<file path="config.mk">
export PLATFORM = sky130hd
export DESIGN_NAME = uart_tx_arb
export DESIGN_NICKNAME = d
export VERILOG_FILES = /design/src/rtl/uart_tx_arb.sv
export SDC_FILE = /design/constraint.sdc
export NUM_CORES = 1
export LEC_CHECK = 0
export CELL_PAD_IN_SITES_DETAIL_PLACEMENT = 0
export CELL_PAD_IN_SITES_GLOBAL_PLACEMENT = 1
export CORE_MARGIN = 1
export CORE_UTILIZATION = 28
export CTS_CLUSTER_DIAMETER = 50
export DETAILED_ROUTE_END_ITERATION = 12
export PLACE_DENSITY_LB_ADDON = 0.1
export SLEW_MARGIN = 20
export SYNTH_ARGS = -nofsm -noshare
export SYNTH_HDL_FRONTEND = slang
export SYNTH_SLANG_ARGS = --single-unit
</file>
<file path="constraint.sdc">
create_clock -name clk -period 2.6 [get_ports clk]
set_clock_uncertainty 0.2 [all_clocks]
set_input_delay 0.39 -clock clk [delete_from_list [all_inputs] [get_ports clk]]
set_output_delay 0.39 -clock clk [all_outputs]
set_load 0.05 [all_outputs]
</file>
<file path="src/rtl/uart_tx_arb.sv">
// Four-way round-robin arbiter that feeds bytes into a UART TX register bus.
// Also programs the baud period after reset and on request.
module uart_tx_arb #(
    parameter logic [7:0] INIT_PERIOD = 8'h1A
) (
    input  logic        clk,
    input  logic        reset_n,
    input  logic [3:0]  req_valid,
    input  logic [31:0] req_data,
    output logic [3:0]  req_ready,
    input  logic        cfg_we,
    input  logic [7:0]  cfg_period,
    output logic        u_wren,
    output logic        u_rden,
    output logic [2:0]  u_addr,
    output logic [7:0]  u_din,
    input  logic [7:0]  u_dout,
    output logic        busy,
    output logic [1:0]  grant_id
);

    localparam int unsigned N_REQ  = 4;
    localparam int unsigned DATA_W = 8;
    localparam int unsigned ADDR_W = 3;
    localparam int unsigned ID_W   = 2;

    localparam logic [ADDR_W-1:0] ADDR_PERIOD = ADDR_W'(0);
    localparam logic [ADDR_W-1:0] ADDR_TXDATA = ADDR_W'(1);
    localparam logic [ADDR_W-1:0] ADDR_STATUS = ADDR_W'(3);

    typedef enum logic [2:0] {
        S_INIT,
        S_IDLE,
        S_CFG,
        S_STAT,
        S_CHECK,
        S_WRITE
    } state_t;

    typedef struct packed {
        logic              wren;
        logic              rden;
        logic [ADDR_W-1:0] addr;
        logic [DATA_W-1:0] din;
    } ubus_t;

    state_t                        state_q, state_d;
    logic [ID_W-1:0]               grant_id_q;
    logic [DATA_W-1:0]             hold_q;
    logic                          cfg_pend_q;
    logic [DATA_W-1:0]             cfg_period_q;

    logic [N_REQ-1:0][DATA_W-1:0]  req_bytes;
    logic                          pick_valid;
    logic [ID_W-1:0]               pick_id;
    logic [ID_W-1:0]               scan_id;
    logic                          grant_en;
    logic                          cfg_clr;
    ubus_t                         bus;
    logic [N_REQ-1:0]              ready_raw;
    logic                          unused_dout;

    assign req_bytes   = req_data;
    assign unused_dout = ^u_dout[DATA_W-1:1];

    // Round-robin pick: first valid requester after the last grant, wrapping mod 4.
    always_comb begin
        pick_valid = 1'b0;
        pick_id    = '0;
        scan_id    = '0;
        for (int unsigned k = 0; k < N_REQ; k++) begin
            scan_id = grant_id_q + ID_W'(k + 1);
            if (!pick_valid && req_valid[scan_id]) begin
                pick_valid = 1'b1;
                pick_id    = scan_id;
            end
        end
    end

    always_ff @(posedge clk or negedge reset_n) begin
        if (!reset_n) begin
            state_q <= S_INIT;
        end else begin
            state_q <= state_d;
        end
    end

    // Next state and bus outputs; pending configuration beats queued bytes in IDLE.
    always_comb begin
        state_d   = state_q;
        bus       = '0;
        ready_raw = '0;
        grant_en  = 1'b0;
        cfg_clr   = 1'b0;
        unique case (state_q)
            S_INIT: begin
                bus.wren = 1'b1;
                bus.addr = ADDR_PERIOD;
                bus.din  = INIT_PERIOD;
                state_d  = S_IDLE;
            end
            S_IDLE: begin
                if (cfg_pend_q) begin
                    state_d = S_CFG;
                end else if (pick_valid) begin
                    ready_raw = N_REQ'(1) << pick_id;
                    grant_en  = 1'b1;
                    state_d   = S_STAT;
                end
            end
            S_CFG: begin
                bus.wren = 1'b1;
                bus.addr = ADDR_PERIOD;
                bus.din  = cfg_period_q;
                cfg_clr  = 1'b1;
                state_d  = S_IDLE;
            end
            S_STAT: begin
                bus.rden = 1'b1;
                bus.addr = ADDR_STATUS;
                state_d  = S_CHECK;
            end
            S_CHECK: begin
                state_d = u_dout[0] ? S_STAT : S_WRITE;
            end
            S_WRITE: begin
                bus.wren = 1'b1;
                bus.addr = ADDR_TXDATA;
                bus.din  = hold_q;
                state_d  = S_IDLE;
            end
            default: begin
                state_d = S_INIT;
            end
        endcase
    end

    // Bus and handshake stay quiet while reset is held, even though state reads INIT.
    always_comb begin
        u_wren    = 1'b0;
        u_rden    = 1'b0;
        u_addr    = '0;
        u_din     = '0;
        req_ready = '0;
        if (reset_n) begin
            u_wren    = bus.wren;
            u_rden    = bus.rden;
            u_addr    = bus.addr;
            u_din     = bus.din;
            req_ready = ready_raw;
        end
    end

    always_ff @(posedge clk or negedge reset_n) begin
        if (!reset_n) begin
            grant_id_q <= ID_W'(N_REQ - 1);
            hold_q     <= '0;
        end else if (grant_en) begin
            grant_id_q <= pick_id;
            hold_q     <= req_bytes[pick_id];
        end
    end

    // A new request in the same cycle as service keeps the flag set (last value wins).
    always_ff @(posedge clk or negedge reset_n) begin
        if (!reset_n) begin
            cfg_pend_q   <= 1'b0;
            cfg_period_q <= '0;
        end else if (cfg_we) begin
            cfg_pend_q   <= 1'b1;
            cfg_period_q <= cfg_period;
        end else if (cfg_clr) begin
            cfg_pend_q   <= 1'b0;
        end
    end

    assign busy     = (state_q != S_IDLE);
    assign grant_id = grant_id_q;

endmodule

</file>
; Word level (Yosys, flattened, before mapping)
; Cells that the tools add are included.
[totals]
reg_bits = 22
elab_cells = 70
[classes]
addsub = 3
n_lt_le_gt_ge = 5
n_eq_ne = 7
shift = 1
muxes = 40
reduce_logical = 9
[op_table]
columns = op, count
row1 = $pmux 8 s3, 1
row2 = $mux 1, 18
row3 = $bmux 8 s2, 1
row4 = $mux 4, 4
row5 = $mux 8, 2
row6 = $lt 2x3->1 const B, 5
row7 = $mux 3, 4
row8 = $pmux 3 s4, 1
row9 = $bmux 1 s2, 4
row10 = $mux 2, 4
row11 = $eq 3x2->1 const B, 2
row12 = $eq 3x3->1 const B, 2
row13 = $add 2x2->2 const B, 2
row14 = $pmux 2 s2, 1
row15 = $shl 1x2->4 const A, 1
row16 = $eq 3x1->1 const B, 1
row17 = $logic_and 1x1->1, 3
row18 = $logic_not 1->1, 3
row19 = $logic_not 3->1, 1
row20 = $ne 3x1->1 const B, 1
row21 = $ne 3x3->1 const B, 1
row22 = $reduce_or 3->1, 1
row23 = $add 2x1->2 const B, 1
row24 = $reduce_bool 2->1, 1

; Logic depth before layout (Yosys ltp)
[depth]
ltp_word = 18
depth_mapped = 7
mapped_depth_nobuf = 5

; Worst setup path after synthesis
; OpenSTA, ideal clock, no wires.
[synth_timing]
path_type = reg2out
from = register grant_id_q[1], in the netlist grant_id[1]
to = output port req_ready[3]
arrival_time_ps = 2605
setup_slack_ps = -595
stages_incl_launch_ff = 6
n_path_buf = 1
path_cell_list = dfstp_2 > and3b_1 > o31ai_4 > nand2b_1 > buf_2 > nor3b_1
[synth_between]
elab_chain_cells = 18
elab_cells_between_ends = 30
classes_between = add/sub (3) / shift (1) / mux (20) / reduce/logical (6)
[synth_lines]
columns = item, line_no
row1 = from (decl), 48  ; logic [ID_W-1:0] grant_id_q;
row2 = from (signal assigned), 156  ; grant_id_q <= ID_W'(N_REQ - 1);
row3 = from (signal assigned), 159  ; grant_id_q <= pick_id;
row4 = $add 2x1->2, 72  ; scan_id = grant_id_q + ID_W'(k + 1);
row5 = $bmux 1 s2, 73  ; if (!pick_valid && req_valid[scan_id]) begin
row6 = $mux 1 (not written as such), 73
row7 = $mux 1, 73
row8 = $logic_not 1->1, 73
row9 = $logic_and 1x1->1, 73
row10 = $mux 1, 73
row11 = $logic_not 1->1, 73
row12 = [2 not listed], n/a
row13 = $logic_not 1->1, 73
row14 = $logic_and 1x1->1, 73
row15 = $mux 2, 73
row16 = $shl 1x2->4, 106  ; ready_raw = N_REQ'(1) << pick_id;
row17 = $mux 4 (*), 105  ; end else if (pick_valid) begin
row18 = $mux 4 (*), 103  ; if (cfg_pend_q) begin
row19 = $mux 4 (*), 95  ; unique case (state_q)
row20 = $mux 4 (*), 145  ; if (reset_n) begin
row21 = to (decl), 10  ; output logic [3:0] req_ready,
; Every way passes the cells marked *; elsewhere a longest branch is shown, timed or not. The select of a mux whose other input is x is not followed.

; Worst setup path after layout
[layout_timing]
from = register state_q[0]
to = output port busy
[layout_between]
elab_chain_cells = 1
[layout_lines]
columns = item, line_no
row1 = from (decl), 47  ; state_t state_q, state_d;
row2 = from (signal assigned), 84  ; state_q <= state_d;
row3 = $ne 3x1->1, 177  ; assign busy = (state_q != S_IDLE);
row4 = to (decl), 18  ; output logic busy,
; No other way between the ends.

==> reports/results.txt <==
Of the total power, the clock network draws 14.8%. The worst register-to-register path has a depth of 7. Dividing the detail-routed wire length by the instance count gives 13.3 um. Worst-margin pin slew: 500 ps. The cell area power density came out at 856 nW/um^2. Of all nets on the critical path, the largest fanout is 10.

Per report_power, the combinational group accounts for 58.3% of the total. The commonest cells after synthesis are 20 x sky130_fd_sc_hd__dfrtp_1, 18 x sky130_fd_sc_hd__nand2_1, 17 x sky130_fd_sc_hd__nand3_1, 17 x sky130_fd_sc_hd__nor2_1, 16 x sky130_fd_sc_hd__mux2_2. For the gate count of the mapped netlist, the log shows 162. TritonCTS built the clock tree.

Row generation in the floorplan step produced 26 rows. The post-synthesis average cell area was 9.18 sq um; the endpoint required time on the critical path was 2010 ps. In the final timing run, aggregate negative setup slack is 0 ps. The proportion of synthesized chip area in sequential cells was 37.2%. Yosys attributes the largest share of cell area to sky130_fd_sc_hd__dfrtp_1 34%, sky130_fd_sc_hd__mux2_2 12%, sky130_fd_sc_hd__o211ai_2 6.7%, sky130_fd_sc_hd__mux2i_1 6.1%, sky130_fd_sc_hd__nand3_1 5.7%. The library cell occupying the most area in the post-synthesis netlist was sky130_fd_sc_hd__dfrtp_1. The overall routed net length was 4010 um. In this run, flip-flops and latches consume 26.9% of the power. The minimum setup slack in the final design came out at 58.9 ps.

The number of nets in the finished design is 288, and the final weighted congestion in routability-driven placement is 0.808. In this run the biggest area consumer among cell types represents 33.6% of the synthesized area. From left edge to right edge, the die measures 74.9 um. The synthesized netlist occupies a cell area of 1490 sq um. The clock drives 22 sinks. The number of remaining DRC errors is 0. The post-layout utilization of the core was 49.9%; the final-report hold violation count was 0. After legalization and detailed placement, the total HPWL measured 3270 um.

Setup-violating endpoint count in the final report: 0. The most used flip-flop cell after synthesis is sky130_fd_sc_hd__dfrtp_1. The share of post-route cells with drive strength above 1 is 29.7%.

The class of the tightest hold or removal check was in -> async. The count of yosys warnings during synthesis is 0, and the register-to-register path setup slack is 520 ps. Net switching is 42.2% of the power.

The final period utilization works out to 97.7%. Global routing finished with a remaining overflow of 0. Across all layers, the routed design uses 1400 vias.

The critical register-to-register path endpoint is hold_q[5]. Once the clock tree was built, the setup fixing pass inserted 0 buffers. For the worst setup path, the data arrival time is 1950 ps.

The tools report the total clock buffers created by CTS as 3. Startpoint of the most critical setup path: state_q[0]. Setup repair after global routing left no endpoint under its margin. The most common cell in the synthesized netlist is sky130_fd_sc_hd__dfrtp_1. The run gives 29.1% as the starting utilization of the core area. The number of antenna violations at the first check in global routing was 0; the relative slew slack was 66.6%. The floorplan die area came out at 5610 sq um. Via count normalized by instance count: 4.64. Count of input and output buffers: 66.

The pre-antenna-repair detailed-routing pass consisted of 4 iterations. Hold timing on the final database bottoms out at a slack of 155 ps. The number of different library cells in the post-synthesis netlist is 30.

In this run the clock root is driven by a sky130_fd_sc_hd__clkbuf_8. In this run the static leakage power is 1.02 nW. Global routing consumed, on the met3 layer, 1.87% of the routing resources. The count of nets left with antenna violations after detail routing was 0; the proportion of synthesized flip-flops having asynchronous set or reset was 100%. The maximum vdd drop came out at 0.382 mV.

The met2 track demand over resource came out at 24.5%. Clock-pin slew was measured on the worst setup and hold paths at 80 ps. The number of primary I/O pins came out at 75. In this run, post-CTS hold repair placed 0 buffers. In the global route stage, overall resource usage came out at 15.2%. Clock latency on the worst-skew pair, taken at its later pin, is 260 ps.

The run gives 2550 sq um as the total non-filler cell area in the finished layout. The wire length of the first global-routing pass came out at 6420 um. The detailed router finished its first iteration with 45 violations. The count of pins over their slew limit was 0; the largest net degree at the start of global routing was 20. In this run the cell area measured after placement is 2460 sq um. The startpoint of the worst-slack reg-to-reg timing path was grant_id[1].

The critical path is of the reg -> out type. For this run, global-route usage on met1 was measured as 20.9%. met2 is the most crowded layer. In this run the deepest clock path goes through 2 buffers.

The die is 74.9 um tall. The area of the core was 5110 sq um. The tools report the post-synth net total as 217. At the placement stage, the worst setup path has a slack of 2.65 ps. The tools report the internal cell power as 1.26 mW. In this run the power spent charging and discharging nets is 921 uW. The tools report the kind of end point of the critical path as a primary output.

The run finished with clean final reports. STA classifies the critical path startpoint as a flip-flop. For the H-tree depth, the log shows 1. Yosys mapped a number of flops with a built-in enable equal to 0.

The tools report the number of global-route vias before repair as 1359. The number of antenna diodes in the final layout is 0. Count of state elements after synthesis: 22. Timing would allow up to 394 MHz. Compared with the post-synthesis result, the final layout area differs by 71.4%. After layout, the minimum clock period comes to 2540 ps. Across the run, the number of max-cap violations was 0.
cell usage in the layout (no fill, tap or decap), types with 2 or more instances in the layout:
cell type,Yosys,layout
sky130_fd_sc_hd__buf_12,0,17
sky130_fd_sc_hd__nor2_1,17,16
sky130_fd_sc_hd__buf_4,2,11
sky130_fd_sc_hd__nor2b_1,4,2
sky130_fd_sc_hd__o21ai_0,5,5
sky130_fd_sc_hd__or3_1,2,2
sky130_fd_sc_hd__clkdlybuf4s50_1,0,50
sky130_fd_sc_hd__nand3_1,17,16
sky130_fd_sc_hd__a22oi_1,5,5
sky130_fd_sc_hd__mux2i_1,9,9
sky130_fd_sc_hd__nor2b_2,0,2
sky130_fd_sc_hd__clkbuf_8,0,3
sky130_fd_sc_hd__mux2_2,16,16
sky130_fd_sc_hd__inv_1,3,3
sky130_fd_sc_hd__o211ai_2,8,8
sky130_fd_sc_hd__a21oi_1,8,8
sky130_fd_sc_hd__nand2_1,18,18
sky130_fd_sc_hd__nand2b_1,5,4
sky130_fd_sc_hd__dfrtp_1,20,20
sky130_fd_sc_hd__dfstp_2,2,2
logic make-up after synthesis:
kind of cell           Yosys count  synth area share (%)
multiplexers                    25                  18.2
flip-flops                      22                  37.2
buffers and inverters           15                  5.38
AO/OA/AOI/OAI                   29                  16.1
other                            1                 0.252
AND/OR/NAND/NOR                 70                  23.0
registers in the layout (all words and copies together), names as in the netlist:
register and flops:
state_q 3, cfg_pend_q 1, hold_q 8, grant_id 2, cfg_period_q 8
critical path, cell delays in order, from the launching register on:
cell	delay, ps
sky130_fd_sc_hd__dfrtp_1	500
sky130_fd_sc_hd__inv_1	110
sky130_fd_sc_hd__or3_1	370
sky130_fd_sc_hd__clkdlybuf4s50_1	710
stage by stage:
stage	total power [mW]	cells
after floorplan	1.36	162
after global placement	1.84	298
after detailed placement	1.87	298
after CTS	2.20	302
after global routing	2.31	302
final	2.18	302
worst max-delay path by stage:
stage / to / slack (ps) / cells after the start
2_1_floorplan: req_ready[1] / -40 / 5
6_report: busy / 60 / 3
3_3_place_gp: req_ready[3] / 20 / 6
5_1_grt: busy / 3 / 3
3_5_place_dp: req_ready[3] / 3 / 6
4_1_cts: req_ready[1] / 50 / 6
per-layer routing:
layer  part of all wire (%)  wire length (um)  up-vias
met2                     46              1860       49
li1                       -                 -      712
met4                    1.6                65        0
met5                      0                 0        -
met1                     47              1880      632
met3                    5.0               199        7
power groups by stage:
stage | logic [mW] | registers (mW) | clock network (mW)
4_1_cts | 1.28 | 0.586 | 0.332
2_1_floorplan | 0.777 | 0.581 | 0
5_1_grt | 1.36 | 0.605 | 0.347
3_5_place_dp | 1.27 | 0.594 | 0
3_3_place_gp | 1.25 | 0.586 | 0
6_report | 1.27 | 0.587 | 0.324
final cells by class:
class | count | area [sq um]
Clock buffer | 3 | 41.3
Inverter | 3 | 11.3
Fill cell | 483 | 2560
Tap cell | 70 | 87.6
Multi-Input combinational cell | 125 | 903
Timing Repair Buffer | 78 | 923
Clock inverter | 1 | 30.0
Sequential cell | 22 | 553
timing repair:
| item | CTS | global route |
|---|---|---|
| pin swaps | 0 | 0 |
| endpoints found under the setup margin | 1 | 2 |
| cloned | 0 | 0 |
| gates resized for setup | 1 | 2 |
(Power assumes the default switching activity.)
